--- config.mk ---
export PLATFORM = sky130hd
export DESIGN_NAME = adder_result_accumulator_flat
export DESIGN_NICKNAME = d
export VERILOG_FILES = /design/src/rtl/adder_acc_pkg.sv /design/src/rtl/adder_result_accumulator_if.sv /design/src/rtl/valid_delay_line.sv /design/src/rtl/adder_result_accumulator.sv /design/src/flat_wrapper.sv
export SDC_FILE = /design/constraint.sdc
export NUM_CORES = 1
export LEC_CHECK = 0
export ABC_AREA = 1
export CAP_MARGIN = 15
export CORE_ASPECT_RATIO = 1.4
export CORE_UTILIZATION = 53
export CTS_CLUSTER_SIZE = 40
export DETAILED_ROUTE_END_ITERATION = 10
export HOLD_SLACK_MARGIN = 0.05
export PLACE_DENSITY = 0.78
export SLEW_MARGIN = 20
export SYNTH_ARGS = -nofsm -noshare
export SYNTH_HDL_FRONTEND = slang
export SYNTH_SLANG_ARGS = --single-unit
--- constraint.sdc ---
create_clock -name clk -period 2 [get_ports clk]
set_clock_uncertainty 0.05 [all_clocks]
set_input_delay 0.4 -clock clk [delete_from_list [all_inputs] [get_ports clk]]
set_output_delay 0.4 -clock clk [all_outputs]
set_load 0.01 [all_outputs]
--- src/rtl/adder_acc_pkg.sv ---
// Shared definitions for the adder result accumulator slice: FSM state
// encoding and the width of one registered adder result ({Carry,Sum}).
package adder_acc_pkg;

    typedef enum logic [1:0] {
        IDLE  = 2'd0,
        ACCUM = 2'd1,
        HOLD  = 2'd2
    } state_e;

    // One adder result is {carry, sum[1:0]}, values 0..7
    localparam int RES_W = 3;

    // Batch counter width, large enough for COUNT_N up to 255
    localparam int CNT_W = 8;

endpackage

--- src/rtl/adder_result_accumulator_if.sv ---
// Handshake/bus bundle between the adder stage, the accumulator and the
// downstream consumer. The master side drives operands-valid, the adder
// result, clear and ready; the slave side (the accumulator) returns the
// batch total and its status flags.
interface adder_result_accumulator_if #(
    parameter int ACC_W = 8
);

    logic             in_valid;
    logic             carry;
    logic [1:0]       sum;
    logic             clear;
    logic             acc_ready;
    logic [ACC_W-1:0] acc_out;
    logic             acc_valid;
    logic             busy;
    logic             overflow;
    logic             overrun;

    modport master (
        output in_valid, carry, sum, clear, acc_ready,
        input  acc_out, acc_valid, busy, overflow, overrun
    );

    modport slave (
        input  in_valid, carry, sum, clear, acc_ready,
        output acc_out, acc_valid, busy, overflow, overrun
    );

endinterface

--- src/rtl/valid_delay_line.sv ---
// Generic valid-strobe delay line: delays a single-bit strobe by LAT clock
// cycles so it lines up with the output of a LAT-stage registered datapath.
module valid_delay_line #(
    parameter int LAT = 2
) (
    input  logic clk,
    input  logic rst_n,
    input  logic in_valid,
    output logic out_valid
);

    logic [LAT-1:0] dly_q;
    logic [LAT-1:0] dly_d;

    // Shift the strobe one stage per cycle, newest entry at bit 0
    always_comb begin
        dly_d    = dly_q;
        dly_d[0] = in_valid;
        for (int i = 1; i < LAT; i++) begin
            dly_d[i] = dly_q[i-1];
        end
    end

    // Pipeline registers, cleared asynchronously
    always_ff @(posedge clk or negedge rst_n) begin
        if (!rst_n) begin
            dly_q <= '0;
        end else begin
            dly_q <= dly_d;
        end
    end

    assign out_valid = dly_q[LAT-1];

endmodule

--- src/rtl/adder_result_accumulator.sv ---
// Accumulates COUNT_N aligned adder results into an ACC_W-bit batch total
// and offers it downstream over a valid/ready handshake.
// Optional build macro: ADDER_ACC_SATURATE_EN -- when defined the
// accumulator saturates at all-ones on carry out instead of wrapping.
module adder_result_accumulator
    import adder_acc_pkg::*;
#(
    parameter int ACC_W   = 8,
    parameter int COUNT_N = 4,
    parameter int LAT     = 2
) (
    input  logic                        clk,
    input  logic                        rst_n,
    adder_result_accumulator_if.slave   bus
);

    localparam logic [CNT_W-1:0] LAST_CNT = CNT_W'(COUNT_N - 1);

    state_e             state_q, state_d;
    logic [ACC_W-1:0]   acc_q, acc_d;
    logic [CNT_W-1:0]   cnt_q, cnt_d;
    logic               overflow_q, overflow_d;
    logic               overrun_q, overrun_d;
    logic               hold_q, hold_d;

    logic               r_valid;
    logic [RES_W-1:0]   value;
    logic [ACC_W:0]     sum_ext;
    logic [ACC_W-1:0]   acc_add;

    valid_delay_line #(
        .LAT (LAT)
    ) u_valid_delay_line (
        .clk       (clk),
        .rst_n     (rst_n),
        .in_valid  (bus.in_valid),
        .out_valid (r_valid)
    );

    assign value = {bus.carry, bus.sum};

    // One-bit-wider add so the carry out is visible for overflow detection
    always_comb begin
        sum_ext = {1'b0, acc_q} + {{(ACC_W + 1 - RES_W){1'b0}}, value};
`ifdef ADDER_ACC_SATURATE_EN
        acc_add = sum_ext[ACC_W] ? {ACC_W{1'b1}} : sum_ext[ACC_W-1:0];
`else
        acc_add = sum_ext[ACC_W-1:0];
`endif
    end

    // Next-state and datapath update; clear overrides every other event
    always_comb begin
        state_d    = state_q;
        acc_d      = acc_q;
        cnt_d      = cnt_q;
        overflow_d = overflow_q;
        overrun_d  = overrun_q;
        if (bus.clear) begin
            state_d    = IDLE;
            acc_d      = '0;
            cnt_d      = '0;
            overflow_d = 1'b0;
            overrun_d  = 1'b0;
        end else begin
            case (state_q)
                IDLE: begin
                    if (r_valid) begin
                        acc_d   = {{(ACC_W - RES_W){1'b0}}, value};
                        cnt_d   = CNT_W'(1);
                        state_d = (COUNT_N == 1) ? HOLD : ACCUM;
                    end
                end
                ACCUM: begin
                    if (r_valid) begin
                        acc_d = acc_add;
                        cnt_d = cnt_q + CNT_W'(1);
                        if (sum_ext[ACC_W]) begin
                            overflow_d = 1'b1;
                        end
                        if (cnt_q == LAST_CNT) begin
                            state_d = HOLD;
                        end
                    end
                end
                HOLD: begin
                    if (r_valid) begin
                        overrun_d = 1'b1;
                    end
                    if (bus.acc_ready) begin
                        state_d    = IDLE;
                        acc_d      = '0;
                        cnt_d      = '0;
                        overflow_d = 1'b0;
                    end
                end
                default: begin
                    state_d = IDLE;
                    acc_d   = '0;
                    cnt_d   = '0;
                end
            endcase
        end
        hold_d = (state_d == HOLD);
    end

    // State, datapath and registered status outputs
    always_ff @(posedge clk or negedge rst_n) begin
        if (!rst_n) begin
            state_q    <= IDLE;
            acc_q      <= '0;
            cnt_q      <= '0;
            overflow_q <= 1'b0;
            overrun_q  <= 1'b0;
            hold_q     <= 1'b0;
        end else begin
            state_q    <= state_d;
            acc_q      <= acc_d;
            cnt_q      <= cnt_d;
            overflow_q <= overflow_d;
            overrun_q  <= overrun_d;
            hold_q     <= hold_d;
        end
    end

    assign bus.acc_out   = acc_q;
    assign bus.acc_valid = hold_q;
    assign bus.busy      = hold_q;
    assign bus.overflow  = overflow_q;
    assign bus.overrun   = overrun_q;

endmodule

--- src/flat_wrapper.sv ---
// flat-port wrapper written by rule: the top's interface ports become plain ports
module adder_result_accumulator_flat import adder_acc_pkg::*;
#(
    parameter int ACC_W   = 8,
    parameter int COUNT_N = 4,
    parameter int LAT     = 2
)
  (clk, rst_n, bus_in_valid, bus_carry, bus_sum, bus_clear, bus_acc_ready, bus_acc_out, bus_acc_valid, bus_busy, bus_overflow, bus_overrun);
  adder_result_accumulator_if #(.ACC_W(ACC_W)) bus_i ();
  input  logic clk;
  input  logic rst_n;
  input wire logic [$bits(bus_i.in_valid)-1:0] bus_in_valid;
  input wire logic [$bits(bus_i.carry)-1:0] bus_carry;
  input wire logic [$bits(bus_i.sum)-1:0] bus_sum;
  input wire logic [$bits(bus_i.clear)-1:0] bus_clear;
  input wire logic [$bits(bus_i.acc_ready)-1:0] bus_acc_ready;
  output wire logic [$bits(bus_i.acc_out)-1:0] bus_acc_out;
  output wire logic [$bits(bus_i.acc_valid)-1:0] bus_acc_valid;
  output wire logic [$bits(bus_i.busy)-1:0] bus_busy;
  output wire logic [$bits(bus_i.overflow)-1:0] bus_overflow;
  output wire logic [$bits(bus_i.overrun)-1:0] bus_overrun;
  assign bus_i.in_valid = bus_in_valid;
  assign bus_i.carry = bus_carry;
  assign bus_i.sum = bus_sum;
  assign bus_i.clear = bus_clear;
  assign bus_i.acc_ready = bus_acc_ready;
  assign bus_acc_out = bus_i.acc_out;
  assign bus_acc_valid = bus_i.acc_valid;
  assign bus_busy = bus_i.busy;
  assign bus_overflow = bus_i.overflow;
  assign bus_overrun = bus_i.overrun;
  adder_result_accumulator #(.ACC_W(ACC_W), .COUNT_N(COUNT_N), .LAT(LAT)) u_core (.clk(clk), .rst_n(rst_n), .bus(bus_i));
endmodule
# ---- After elaboration in Yosys (flattened, before gate mapping)
# Index checks and enable logic that the tools add are counted.
dict set report op_classes {
  addsub 2
  n_eq_ne 8
  n_mux 23
  n_reduce_logical 7
}
# op n
set ops {}
lappend ops {{8-bit 2-to-1 mux} 7}
lappend ops {{8-bit case mux with 3 select lines} 2}
lappend ops {{2-bit 2-to-1 mux} 5}
lappend ops {{8-bit by 3-bit adder with 9-bit output} 1}
lappend ops {{3-bit inequality test (second input constant)} 3}
lappend ops {{8-bit by 1-bit adder with 8-bit output (second input constant)} 1}
lappend ops {{8-bit by 2-bit equality test with 1-bit output (second input constant)} 1}
lappend ops {{1-bit 2-to-1 mux} 7}
lappend ops {{2-bit case mux with 3 select lines} 1}
lappend ops {{2-bit equality test (second input constant)} 2}
lappend ops {{4-bit AND reduction} 1}
lappend ops {{2-bit nonzero test} 2}
lappend ops {{3-bit by 2-bit inequality test with 1-bit output (second input constant)} 1}
lappend ops {{3-bit AND reduction} 1}
lappend ops {{3-bit nonzero test} 1}
lappend ops {{2-bit by 1-bit equality test with 1-bit output (second input constant)} 1}
lappend ops {{2-bit zero test} 1}
lappend ops {{1-bit case mux with 2 select lines} 1}
lappend ops {{2-bit AND reduction} 1}
dict set report word_totals {
  ff_bits 23
  inputBits 8
  output_inout_bits 12
  wordCells 47
}

# ---- Longest topological paths before layout
# Gate-level depths: netlist of run 1.
dict set report depth {
  depth_word 6
  depth_mapped 10
  mapped_depth_nobuf 10
}

# ---- Hierarchy
# Synthesis of run 1 repeated with hierarchy kept, for this count alone.
dict set report hier_totals {
  hier_cells 186
  area_unflattened_um2 1385.1
}
# mod n_inst cells_per_inst area_each_um2 seq_area_each_um2
set modules_own_cells {}
lappend modules_own_cells {adder_result_accumulator 1 184 1335.0 525.5}
lappend modules_own_cells {valid_delay_line 1 2 50.0 50.0}

# ---- Worst setup path before layout of run 1
# Ideal clock, no wire load.
dict set report synth_path {
  kind {register to register}
  start {register u_core.acc_q[0], in the netlist u_core.bus.acc_out[0]}
  end {register u_core.acc_q[6], in the netlist u_core.bus.acc_out[6]}
  setup_ns 0.122
  t_arrival_ns 1.451
  required_time_ns 1.828
  setup_slack_ns 0.377
  path_stages_with_launch 9
  path_buffers 0
  period_less_slack_ns 1.623
  path_cell_list {dfrtp_1 > ha_1 > fa_1 > nand2_1 > nand2_1 > nand2_1 > nor2_1 > nor2_1 > nor3_2}
}
dict set report synth_between {
  elab_chain_cells 4
}
# item line_no
set synth_lines {}
lappend synth_lines {{start, declared} adder_result_accumulator.sv:20} ;# logic [ACC_W-1:0] acc_q, acc_d;
lappend synth_lines {{start signal, assigned} adder_result_accumulator.sv:111} ;# acc_q <= '0;
lappend synth_lines {{start signal, assigned} adder_result_accumulator.sv:118} ;# acc_q <= acc_d;
lappend synth_lines {{8-bit by 3-bit adder with 9-bit output} adder_result_accumulator.sv:44} ;# sum_ext = {1'b0, acc_q} + {{(ACC_W + 1 - RES_W){1'b0}}, value};
lappend synth_lines {{8-bit 2-to-1 mux} adder_result_accumulator.sv:75} ;# if (r_valid) begin
lappend synth_lines {{8-bit case mux with 3 select lines} adder_result_accumulator.sv:66} ;# case (state_q)
lappend synth_lines {{8-bit 2-to-1 mux} adder_result_accumulator.sv:59} ;# if (bus.clear) begin
# Every way passes these cells. The select of a mux whose other input is x is not followed.
# A chain may end at the register's enable or synchronous reset.

# ---- Worst setup path in the final report of run 1
dict set report layout_path {
  start {input port bus_sum[0]}
  end {register u_core.acc_q[6], in the netlist u_core.bus.acc_out[6]}
}
dict set report layout_between {
  elab_chain_cells 4
}
# item line_no
set layout_lines {}
lappend layout_lines {{start, declared} flat_wrapper.sv:14} ;# input wire logic [$bits(bus_i.sum)-1:0] bus_sum;
lappend layout_lines {{8-bit by 3-bit adder with 9-bit output} adder_result_accumulator.sv:44}
lappend layout_lines {{8-bit 2-to-1 mux} adder_result_accumulator.sv:75}
lappend layout_lines {{8-bit case mux with 3 select lines} adder_result_accumulator.sv:66}
lappend layout_lines {{8-bit 2-to-1 mux} adder_result_accumulator.sv:59}
# Every way passes these cells. The select of a mux whose other input is x is not followed.

==> flow_metrics.py, run 1 <==
metrics = {
    "run_status": {
        "status": "completed",
    },
    "routing": {
        "drtIter0Drc": 38,
        "route.detailed.drc": 0,
        "ant_nets": 0,
        "via_count": 1184,
        "avgViaCountPerCell": 5.22,
        "post_drt_wl_per_cell_um": 12.2,
        "drt_wl_total_um": 2770,
        "drtPass1Iterations": 5,
    },
    "clock_tree": {
        "cts_made_buffers": 3,
        "clockBufferDepth": 2,
        "clk_latency_ns": 0.30,
        "cts_num_sinks": 23,
        "clockRootBuffer": "clkbuf_4",
        "cts_setup_buffers": 0,
        "clkTransAtPathRegs_ns": 0.12,
        "cts_tree": "yes",
        "hold_buffers": 0,
        "cts_resized": 0,
        "cts_max_level": 1,
    },
    "place": {
        "dp_cells": 223,
        "dpl.hpwl_um": 2180,
        "portBuffers": 19,
        "place.gp.congestion": 0.807,
    },
    "timing": {
        "fin_crit_ns": 1.80,
        "slew_headroom_pct": 77.6,
        "hold_viol": 0,
        "finalCritPeriodShare_pct": 90.0,
        "fmax_mhz": 556,
        "drv_slew": 0,
        "finalSetupTns_ns": 0,
        "setup_viol": 0,
        "worst_pin_slew_ns": 0.333,
        "grt_setup_unrepaired": "no",
    },
    "hold_path": {
        "hold_path.class": "flop to flop",
        "worstHoldPathCells": 0,
    },
    "pwr": {
        "p_int_mw": 0.634,
        "p_clk_share_pct": 23.4,
        "p_per_area_mw_per_mm2": 546,
        "p_leak_nw": 0.738,
        "sequentialPowerShare_pct": 56.5,
        "pwr-share-comb_pct": 20.1,
        "ir_drop_mv": 0.457,
        "p_sw_mw": 0.247,
        "switching_share_pct": 28.1,
    },
    "setup_path": {
        "path_buf_inv": 1,
        "worstPathCellList": "clkdlybuf4s50_1, ha_1, fa_1, nand2_1, nand2_1, nand2_1, nor2_1, nor2_1, nor3_2",
        "reg2reg_depth": 8,
        "crit_arrival_ns": 1.95,
        "path_common_cell": "nand2_1",
        "crit_path_max_incr_delay_ns": 0.44,
        "crit_required_ns": 2.15,
        "cp-start-kind": "input pin",
        "cp.depth": 9,
        "crit_path_max_fanout": 3,
        "cpLargestDelayFamily": "adder cells",
        "cp_slowest_cell": "clkdlybuf4s50_1",
        "crit_type": "input pin to flop",
        "endpoint_kind": "flop",
    },
    "logic_synthesis": {
        "ys_seq_area_share_pct": 42.6,
        "ys_warn_count": 0,
        "synth_cells": 169,
        "synthesis.nets": 182,
        "ys_seq_elements": 23,
        "syn_area_per_cell_sq_um": 7.99,
        "ys_types": 27,
        "synth_area_sq_mm": 0.00135,
    },
    "floorplanning": {
        "dieHeight_um": 61.7,
        "pin_count": 20,
        "start_util_pct": 56.5,
        "die_x_um": 44.7,
        "rows": 21,
        "die_area_sq_mm": 0.00276,
        "core_area_sq_mm": 0.00239,
    },
    "run": {
        "drv_cap": 0,
    },
    "grt": {
        "grt_pass1_wl_um": 4740,
        "grt_util_all_layers_pct": 23.2,
        "grt_pass1_vias": 1198,
        "grt_start_max_net_pins": 24,
        "antenna_found_initial": 0,
        "grt-ovfl-total": 0,
    },
    "finish": {
        "multiInputGateArea_sq_um": 673,
        "area_growth_pct": 19.5,
        "n_antenna_cell": 0,
        "fill_cells": 197,
        "drive_gt1_share_pct": 10.9,
        "utilization_pct": 67.5,
        "final_cell_mix": "45 x nand2_1, 23 x dfrtp_1, 19 x clkdlybuf4s50_1",
        "instances_no_fill": 227,
        "seq_area_sq_um": 576,
        "final_common_cell": "nand2_1",
        "layout.nets": 207,
    },
}
==> worst paths after layout <==
check | startpoint | to | slack, ns
setup / recovery | bus_sum[0] | u_core.bus.acc_out[6]$_DFFE_PN0P_ | 0.20
setup reg to reg | u_core.bus.acc_out[0]$_DFFE_PN0P_ | u_core.bus.acc_out[6]$_DFFE_PN0P_ | 0.32
hold reg to reg | u_core.u_valid_delay_line.dly_q[0]$_DFF_PN0_ | u_core.u_valid_delay_line.dly_q[1]$_DFF_PN0_ | 0.32
min in group asynchronous | rst_n | u_core.bus.acc_out[7]$_DFFE_PN0P_ | 0.38
max in group asynchronous | rst_n | u_core.u_valid_delay_line.dly_q[1]$_DFF_PN0_ | 1.29
hold / removal | u_core.u_valid_delay_line.dly_q[0]$_DFF_PN0_ | u_core.u_valid_delay_line.dly_q[1]$_DFF_PN0_ | 0.32
==> area by class of cell <==
type / instances / share of cell area [%]
clock buffer: 4 / 1.63
multi-input combinational: 122 / 41.7
timing repair buffer: 22 / 13.2
tap: 34 / 2.64
inverter: 22 / 5.12
sequential: 23 / 35.7
==> power groups by stage <==
stage / Combinational, mW / Clock [mW] / Sequential [mW]
final: 0.177 / 0.207 / 0.498
after global routing: 0.199 / 0.226 / 0.500
after CTS: 0.179 / 0.214 / 0.499
after detailed placement: 0.178 / 0 / 0.508
after global placement: 0.175 / 0 / 0.507
after floorplan: 0.103 / 0 / 0.509
==> kinds of logic (layout without fill, tap and decap cells) <==
kind of cell / count (synthesis) / in the layout / share of synthesized area, %
adder cells (fa/ha/maj): 5 / 5 / 5.19
XOR/XNOR: 2 / 2 / 1.30
buffers and inverters: 24 / 48 / 7.51
AO/OA/AOI/OAI: 22 / 22 / 9.55
AND/OR/NAND/NOR: 93 / 93 / 33.8
flip-flops: 23 / 23 / 42.6
==> cell usage after synthesis <==
library cell	instances	area share [%]
nand2_1	45	13
dfrtp_1	23	43
inv_1	18	5.0
nor2_1	18	5.0
nand3_1	10	3.7
o21ai_0	9	3.3
a21oi_1	6	2.2
ha_1	4	3.7
inv_2	4	1.1
nand4_1	4	1.9
nor2_4	4	3.3
a22o_1	3	1.9
nand2_2	3	1.4
nor3_1	3	1.1
nor3_2	2	1.5
o21ai_1	2	0.74
buf_4	1	0.56
buf_6	1	0.83
fa_1	1	1.5
nand2_4	1	0.83
nand2_8	1	1.5
nand3b_1	1	0.56
nor3b_1	1	0.56
o211a_1	1	0.74
o211ai_1	1	0.56
xnor2_1	1	0.65
xor2_1	1	0.65
==> per-layer routing <==
metal	up-vias	global-route usage, %	wire length, um
met4	0	13.0	21
li1	596	-	-
met2	22	43.3	1520
met3	2	2.31	76
met5	-	0	0
met1	564	25.3	1150
==> worst register-to-register path, cell delays in order, from the launching register on <==
cell and delay, ns:
dfrtp_1 0.42, ha_1 0.23, fa_1 0.38, nand2_1 0.10, nand2_1 0.07, nand2_1 0.12, nor2_1 0.06, nor2_1 0.11
nor3_2 0.05
==> per-stage QoR <==
stage | power [mW] | hold slack (ns) | area (sq um) | worst slack (ns)
after floorplan | 0.612 | 0.0544 | 1350 | 0.377
after global placement | 0.681 | 0.284 | 1590 | -0.0726
after detailed placement | 0.686 | 0.298 | 1590 | -0.121
after CTS | 0.891 | 0.325 | 1610 | 0.207
after global routing | 0.925 | 0.329 | 1610 | 0.103
final | 0.881 | 0.320 | 1610 | 0.201
==> sequential cells by signal, indices dropped and copies added (netlist names) <==
register / count
u_core.bus.overflow: 1
u_core.bus.acc_out: 8
u_core.bus.acc_valid: 1
u_core.state_q: 2
u_core.bus.overrun: 1
u_core.u_valid_delay_line.dly_q: 2
u_core.cnt_q: 8
Power figures use the tool's default switching activity.
==> inputs of run 2 (changes only) <==
--- a/config.mk
+++ b/config.mk
@@ -8,11 +8,12 @@
 export ABC_AREA = 1
 export CAP_MARGIN = 15
 export CORE_ASPECT_RATIO = 1.4
-export CORE_UTILIZATION = 53
+export CORE_UTILIZATION = 55
 export CTS_CLUSTER_SIZE = 40
 export DETAILED_ROUTE_END_ITERATION = 10
 export HOLD_SLACK_MARGIN = 0.05
-export PLACE_DENSITY = 0.78
+export PLACE_DENSITY = 0.81
+export RECOVER_POWER = 50
 export SLEW_MARGIN = 20
 export SYNTH_ARGS = -nofsm -noshare
 export SYNTH_HDL_FRONTEND = slang
==> constraint.sdc (replaced) <==
create_clock -name clk -period 2.29 [get_ports clk]
set_clock_uncertainty 0.05 [all_clocks]
set_input_delay 0.458 -clock clk [delete_from_list [all_inputs] [get_ports clk]]
set_output_delay 0.458 -clock clk [all_outputs]
set_load 0.01 [all_outputs]
==> flow_metrics.py, run 2 (synthesized netlist as in run 1, its figures left out) <==
metrics = {
    "run_status": {
        "status": "finished, violations left",
        "violations": "DRC",
    },
    "routing": {
        "avgViaCountPerCell": 5.48,
        "via_count": 1168,
        "ant_nets": 0,
        "route.detailed.drc": 1,
        "post_drt_wl_per_cell_um": 13.9,
        "drtPass1Iterations": 10,
        "drtIter0Drc": 40,
        "drt_wl_total_um": 2950,
    },
    "grt": {
        "grt_pass1_wl_um": 4660,
        "grt-ovfl-total": 0,
        "grt_pass1_vias": 1107,
        "grt_util_all_layers_pct": 23.9,
        "grt_start_max_net_pins": 24,
        "antenna_found_initial": 0,
    },
    "timing": {
        "fin_crit_ns": 1.88,
        "drv_slew": 0,
        "worst_pin_slew_ns": 1.25,
        "slew_headroom_pct": 16.4,
        "hold_slack_ns": 0.323,
        "setup_viol": 0,
        "grt_setup_unrepaired": "no",
        "finalCritPeriodShare_pct": 82.1,
        "finalSetupTns_ns": 0,
        "hold_viol": 0,
        "fmax_mhz": 532,
        "fin_ws_ns": 0.410,
    },
    "pwr": {
        "p_total_mw": 0.769,
        "p_per_area_mw_per_mm2": 487,
        "ir_drop_mv": 0.394,
        "p_leak_nw": 0.728,
    },
    "setup_path": {
        "cp-start-kind": "input pin",
        "crit_type": "input pin to flop",
        "endpoint_kind": "flop",
        "crit_required_ns": 2.44,
        "rrSetupSlack_ns": 0.56,
        "crit_path_max_fanout": 3,
        "crit_arrival_ns": 2.03,
    },
    "finish": {
        "layout.nets": 205,
        "final_cell_mix": "46 x nand2_1, 23 x dfrtp_1, 18 x inv_1, 18 x nor2_1, 16 x clkdlybuf4s50_1",
        "instances_no_fill": 213,
        "n_antenna_cell": 0,
        "final_common_cell": "nand2_1",
        "fill_cells": 181,
        "utilization_pct": 70.1,
        "stdcell_area_sq_mm": 0.00158,
        "area_growth_pct": 16.9,
        "drive_gt1_share_pct": 9.42,
    },
    "place": {
        "place.gp.congestion": 0.813,
        "dp_cells": 209,
        "placed_area_sq_mm": 0.00156,
        "dp_slack_ns": 0.111,
        "portBuffers": 19,
        "dpl.hpwl_um": 2290,
    },
    "clock_tree": {
        "cts_made_buffers": 3,
        "clockBufferDepth": 2,
        "cts_max_level": 1,
        "clkTransAtPathRegs_ns": 0.12,
        "clockRootBuffer": "clkbuf_4",
        "cts_tree": "yes",
        "cts_setup_buffers": 0,
        "clk_latency_ns": 0.30,
        "hold_buffers": 0,
        "cts_num_sinks": 23,
        "cts_resized": 0,
    },
    "floorplanning": {
        "dieHeight_um": 60.6,
        "die_area_sq_mm": 0.00266,
        "start_util_pct": 59.9,
        "pin_count": 20,
        "core_area_sq_mm": 0.00225,
        "rows": 20,
        "die_x_um": 43.9,
    },
    "run": {
        "drv_cap": 0,
    },
    "hold_path": {
        "hold_path.class": "flop to flop",
    },
}
## run 2: report_power, final
| group | switching (mW) | internal [mW] | total, mW |
|---|---|---|---|
| Sequential | 0.0147 | 0.421 | 0.436 |
| Combinational | 0.0893 | 0.0608 | 0.150 |
| Clock | 0.118 | 0.0651 | 0.183 |
| Total | 0.222 | 0.547 | 0.769 |
## run 2: final timing paths
check | startpoint | to | cells past startpoint
max | bus_sum[0] | u_core.bus.acc_out[6]$_DFFE_PN0P_ | 9
min | u_core.u_valid_delay_line.dly_q[0]$_DFF_PN0_ | u_core.u_valid_delay_line.dly_q[1]$_DFF_PN0_ | 0
max reg2reg | u_core.bus.acc_out[0]$_DFFE_PN0P_ | u_core.bus.acc_out[6]$_DFFE_PN0P_ | 8
min reg2reg | u_core.u_valid_delay_line.dly_q[0]$_DFF_PN0_ | u_core.u_valid_delay_line.dly_q[1]$_DFF_PN0_ | 0
max in group asynchronous | rst_n | u_core.bus.overflow$_DFFE_PN0P_ | 2
min in group asynchronous | rst_n | u_core.bus.acc_out[7]$_DFFE_PN0P_ | 2
## run 2: cell type report
class / count / area, sq um / share of cell area (%)
repair buffers: 20 / 194 / 12.3
flip-flops and latches: 23 / 576 / 36.5
multi-input cells: 122 / 671 / 42.5
clock buffers: 3 / 22.5 / 1.43
clock inverters: 1 / 5.00 / 0.317
inverters: 22 / 82.6 / 5.23
well taps: 22 / 27.5 / 1.74
## run 2: worst max-delay path, stage by stage
cell and delay (ns):
clkdlybuf4s50_1 0.43, ha_1 0.22, fa_1 0.38, nand2_1 0.09, nand2_1 0.07, nand2_1 0.13, nor2_1 0.06, nor2_1 0.13
nor3_2 0.05
## run 2: per-layer routing
layer | track usage, % | vias up | part of all wire [%]
li1 | - | 588 | -
met1 | 25.0 | 546 | 40
met2 | 47.5 | 30 | 55
met3 | 2.38 | 4 | 3.4
met4 | 9.96 | 0 | 1.4
met5 | 0 | - | 0
==> inputs of run 3 (changes only) <==
--- a/config.mk
+++ b/config.mk
@@ -8,11 +8,11 @@
 export ABC_AREA = 1
 export CAP_MARGIN = 15
 export CORE_ASPECT_RATIO = 1.4
-export CORE_UTILIZATION = 55
+export CORE_UTILIZATION = 48
 export CTS_CLUSTER_SIZE = 40
 export DETAILED_ROUTE_END_ITERATION = 10
 export HOLD_SLACK_MARGIN = 0.05
-export PLACE_DENSITY = 0.81
+export PLACE_DENSITY = 0.75
 export RECOVER_POWER = 50
 export SLEW_MARGIN = 20
 export SYNTH_ARGS = -nofsm -noshare
==> constraint.sdc (replaced) <==
create_clock -name clk -period 1.6 [get_ports clk]
set_clock_uncertainty 0.05 [all_clocks]
set_input_delay 0.32 -clock clk [delete_from_list [all_inputs] [get_ports clk]]
set_output_delay 0.32 -clock clk [all_outputs]
set_load 0.01 [all_outputs]
==> flow_metrics.py, run 3 (synthesized netlist as in run 1, its figures left out) <==
metrics = {
    "finish": {
        "fill_cells": 225,
        "n_antenna_cell": 0,
        "drive_gt1_share_pct": 24.1,
        "final_cell_mix": "42 x nand2_1, 23 x dfrtp_1, 20 x buf_4",
        "area_growth_pct": 32.8,
        "multiInputGateArea_sq_um": 702,
        "layout.nets": 226,
        "seq_area_sq_um": 576,
        "stdcell_area_sq_mm": 0.00179,
        "final_common_cell": "nand2_1",
    },
    "setup_path": {
        "crit_arrival_ns": 1.82,
        "path_common_cell": "nand2_2",
        "reg2reg_depth": 8,
        "timing.rr.start": "u_core.bus.acc_out[0]$_DFFE_PN0P_",
        "rrSetupSlack_ns": -0.05,
        "cp_slowest_cell": "dfrtp_1",
        "endpoint_kind": "flop",
        "crit_path_max_fanout": 3,
        "reg2reg_to": "u_core.bus.overflow$_DFFE_PN0P_",
        "worstPathCellList": "ha_2, fa_2, nand2_2, nand2_2, nand2_2, nor2_1, nand3_1, a21oi_2",
        "crit_type": "flop to flop",
        "cp-start-kind": "flop",
        "crit_path_max_incr_delay_ns": 0.42,
        "crit_required_ns": 1.77,
    },
    "routing": {
        "drt_wl_total_um": 3290,
        "drtIter0Drc": 33,
        "ant_nets": 0,
        "route.detailed.drc": 0,
        "post_drt_wl_per_cell_um": 13.3,
        "drtPass1Iterations": 4,
        "via_count": 1308,
        "avgViaCountPerCell": 5.27,
    },
    "clock_tree": {
        "clockRootBuffer": "clkbuf_4",
        "cts_tree": "yes",
        "clockBufferDepth": 2,
        "cts_made_buffers": 3,
        "clk_latency_ns": 0.32,
        "clkTransAtPathRegs_ns": 0.13,
        "cts_num_sinks": 23,
        "cts_max_level": 1,
        "hold_buffers": 0,
    },
    "timing": {
        "fmax_mhz": 604,
        "drv_slew": 0,
        "slew_headroom_pct": 59.5,
        "grt_setup_unrepaired": "yes",
        "setup_viol": 2,
        "finalSetupTns_ns": -0.0711,
        "fin_ws_ns": -0.0545,
        "fin_crit_ns": 1.65,
        "worst_pin_slew_ns": 0.607,
        "hold_viol": 0,
        "finalCritPeriodShare_pct": 103,
    },
    "floorplanning": {
        "die_x_um": 46.8,
        "rows": 22,
        "start_util_pct": 51.1,
        "core_area_sq_mm": 0.00264,
        "die_area_sq_mm": 0.00303,
        "pin_count": 20,
        "dieHeight_um": 64.8,
    },
    "pwr": {
        "p_per_area_mw_per_mm2": 661,
        "ir_drop_mv": 0.552,
        "p_leak_nw": 0.926,
    },
    "run_status": {
        "status": "finished, violations left",
        "violations": "setup timing",
    },
    "place": {
        "dp_slack_ns": -0.405,
        "place.gp.congestion": 0.839,
        "dpl.hpwl_um": 2350,
        "portBuffers": 19,
        "placed_area_sq_mm": 0.00169,
    },
    "hold_path": {
        "hold-path-endpoint": "u_core.u_valid_delay_line.dly_q[1]$_DFF_PN0_",
        "worstHoldPathCells": 0,
        "hold_start": "u_core.u_valid_delay_line.dly_q[0]$_DFF_PN0_",
        "hold_path.class": "flop to flop",
    },
    "grt": {
        "grt_pass1_vias": 1252,
        "grt_pass1_wl_um": 5400,
        "grt_util_all_layers_pct": 24.3,
        "antenna_found_initial": 0,
        "grt-ovfl-total": 0,
        "grt_start_max_net_pins": 24,
    },
    "run": {
        "drv_cap": 0,
    },
}
-- run 3: routing by layer --
layer | vias to the layer above | GRT usage, % | share of wire, %
met4 | 0 | 10.0 | 2.5
met1 | 626 | 29.5 | 39
met5 | - | 0 | 0
met2 | 41 | 42.0 | 54
met3 | 11 | 1.95 | 4.1
li1 | 630 | - | -
-- run 3: stage by stage --
stage                     power (mW)  instances  hold WS, ns  utilization (%)
after detailed placement       0.895        237        0.285             64.1
after CTS                       1.17        247        0.303             66.8
after floorplan                0.766        169      -0.0256                -
final                           1.19        248        0.313             67.9
after global routing            1.24        248        0.351             67.9
after global placement         0.887        237        0.282             64.1
-- run 3: cell type report --
cell class	count	share of cell area, %
multi-input combinational	122	39.1
sequential	23	32.1
timing repair buffer	41	20.1
inverter	22	4.61
tap	36	2.51
clock buffer	3	1.26
clock inverter	1	0.279
-- run 3: worst max path at each step --
stage,startpoint,to,slack [ns],cells after the start
floorplan,u_core.bus.acc_out[0]$_DFFE_PN0P_,u_core.bus.acc_out[6]$_DFFE_PN0P_,0.005,8
global placement,bus_sum[0],u_core.bus.acc_out[6]$_DFFE_PN0P_,-0.36,9
detailed placement,bus_sum[0],u_core.bus.acc_out[6]$_DFFE_PN0P_,-0.40,9
CTS,u_core.bus.acc_valid$_DFF_PN0_,bus_acc_valid,0.006,1
global route,u_core.bus.acc_out[0]$_DFFE_PN0P_,u_core.bus.overflow$_DFFE_PN0P_,-0.10,8
finish,u_core.bus.acc_out[0]$_DFFE_PN0P_,u_core.bus.overflow$_DFFE_PN0P_,-0.05,8
-- run 3: critical path: cells and delay by family, from the launching register on --
| family | cells | cell delay [ns] |
|---|---|---|
| AO/OA/AOI/OAI | 1 | 0.07 |
| adder cells (fa/ha/maj) | 2 | 0.61 |
| AND/OR/NAND/NOR | 5 | 0.42 |
| flip-flops | 1 | 0.42 |
-- run 3: report_power, final --
part	leakage [nW]	internal (mW)	switching [mW]
clock network	0.0177	0.0938	0.185
registers	0.310	0.603	0.0161
logic	0.598	0.130	0.157
total	0.926	0.827	0.359
-- run 3: what timing repair did --
action / in CTS / in global routing
pin swaps: 2 / 9
setup buffers: 6 / 1
resized for setup: 14 / 10
setup endpoints to repair: 13 / 9
hold endpoints to repair: 0 / 0
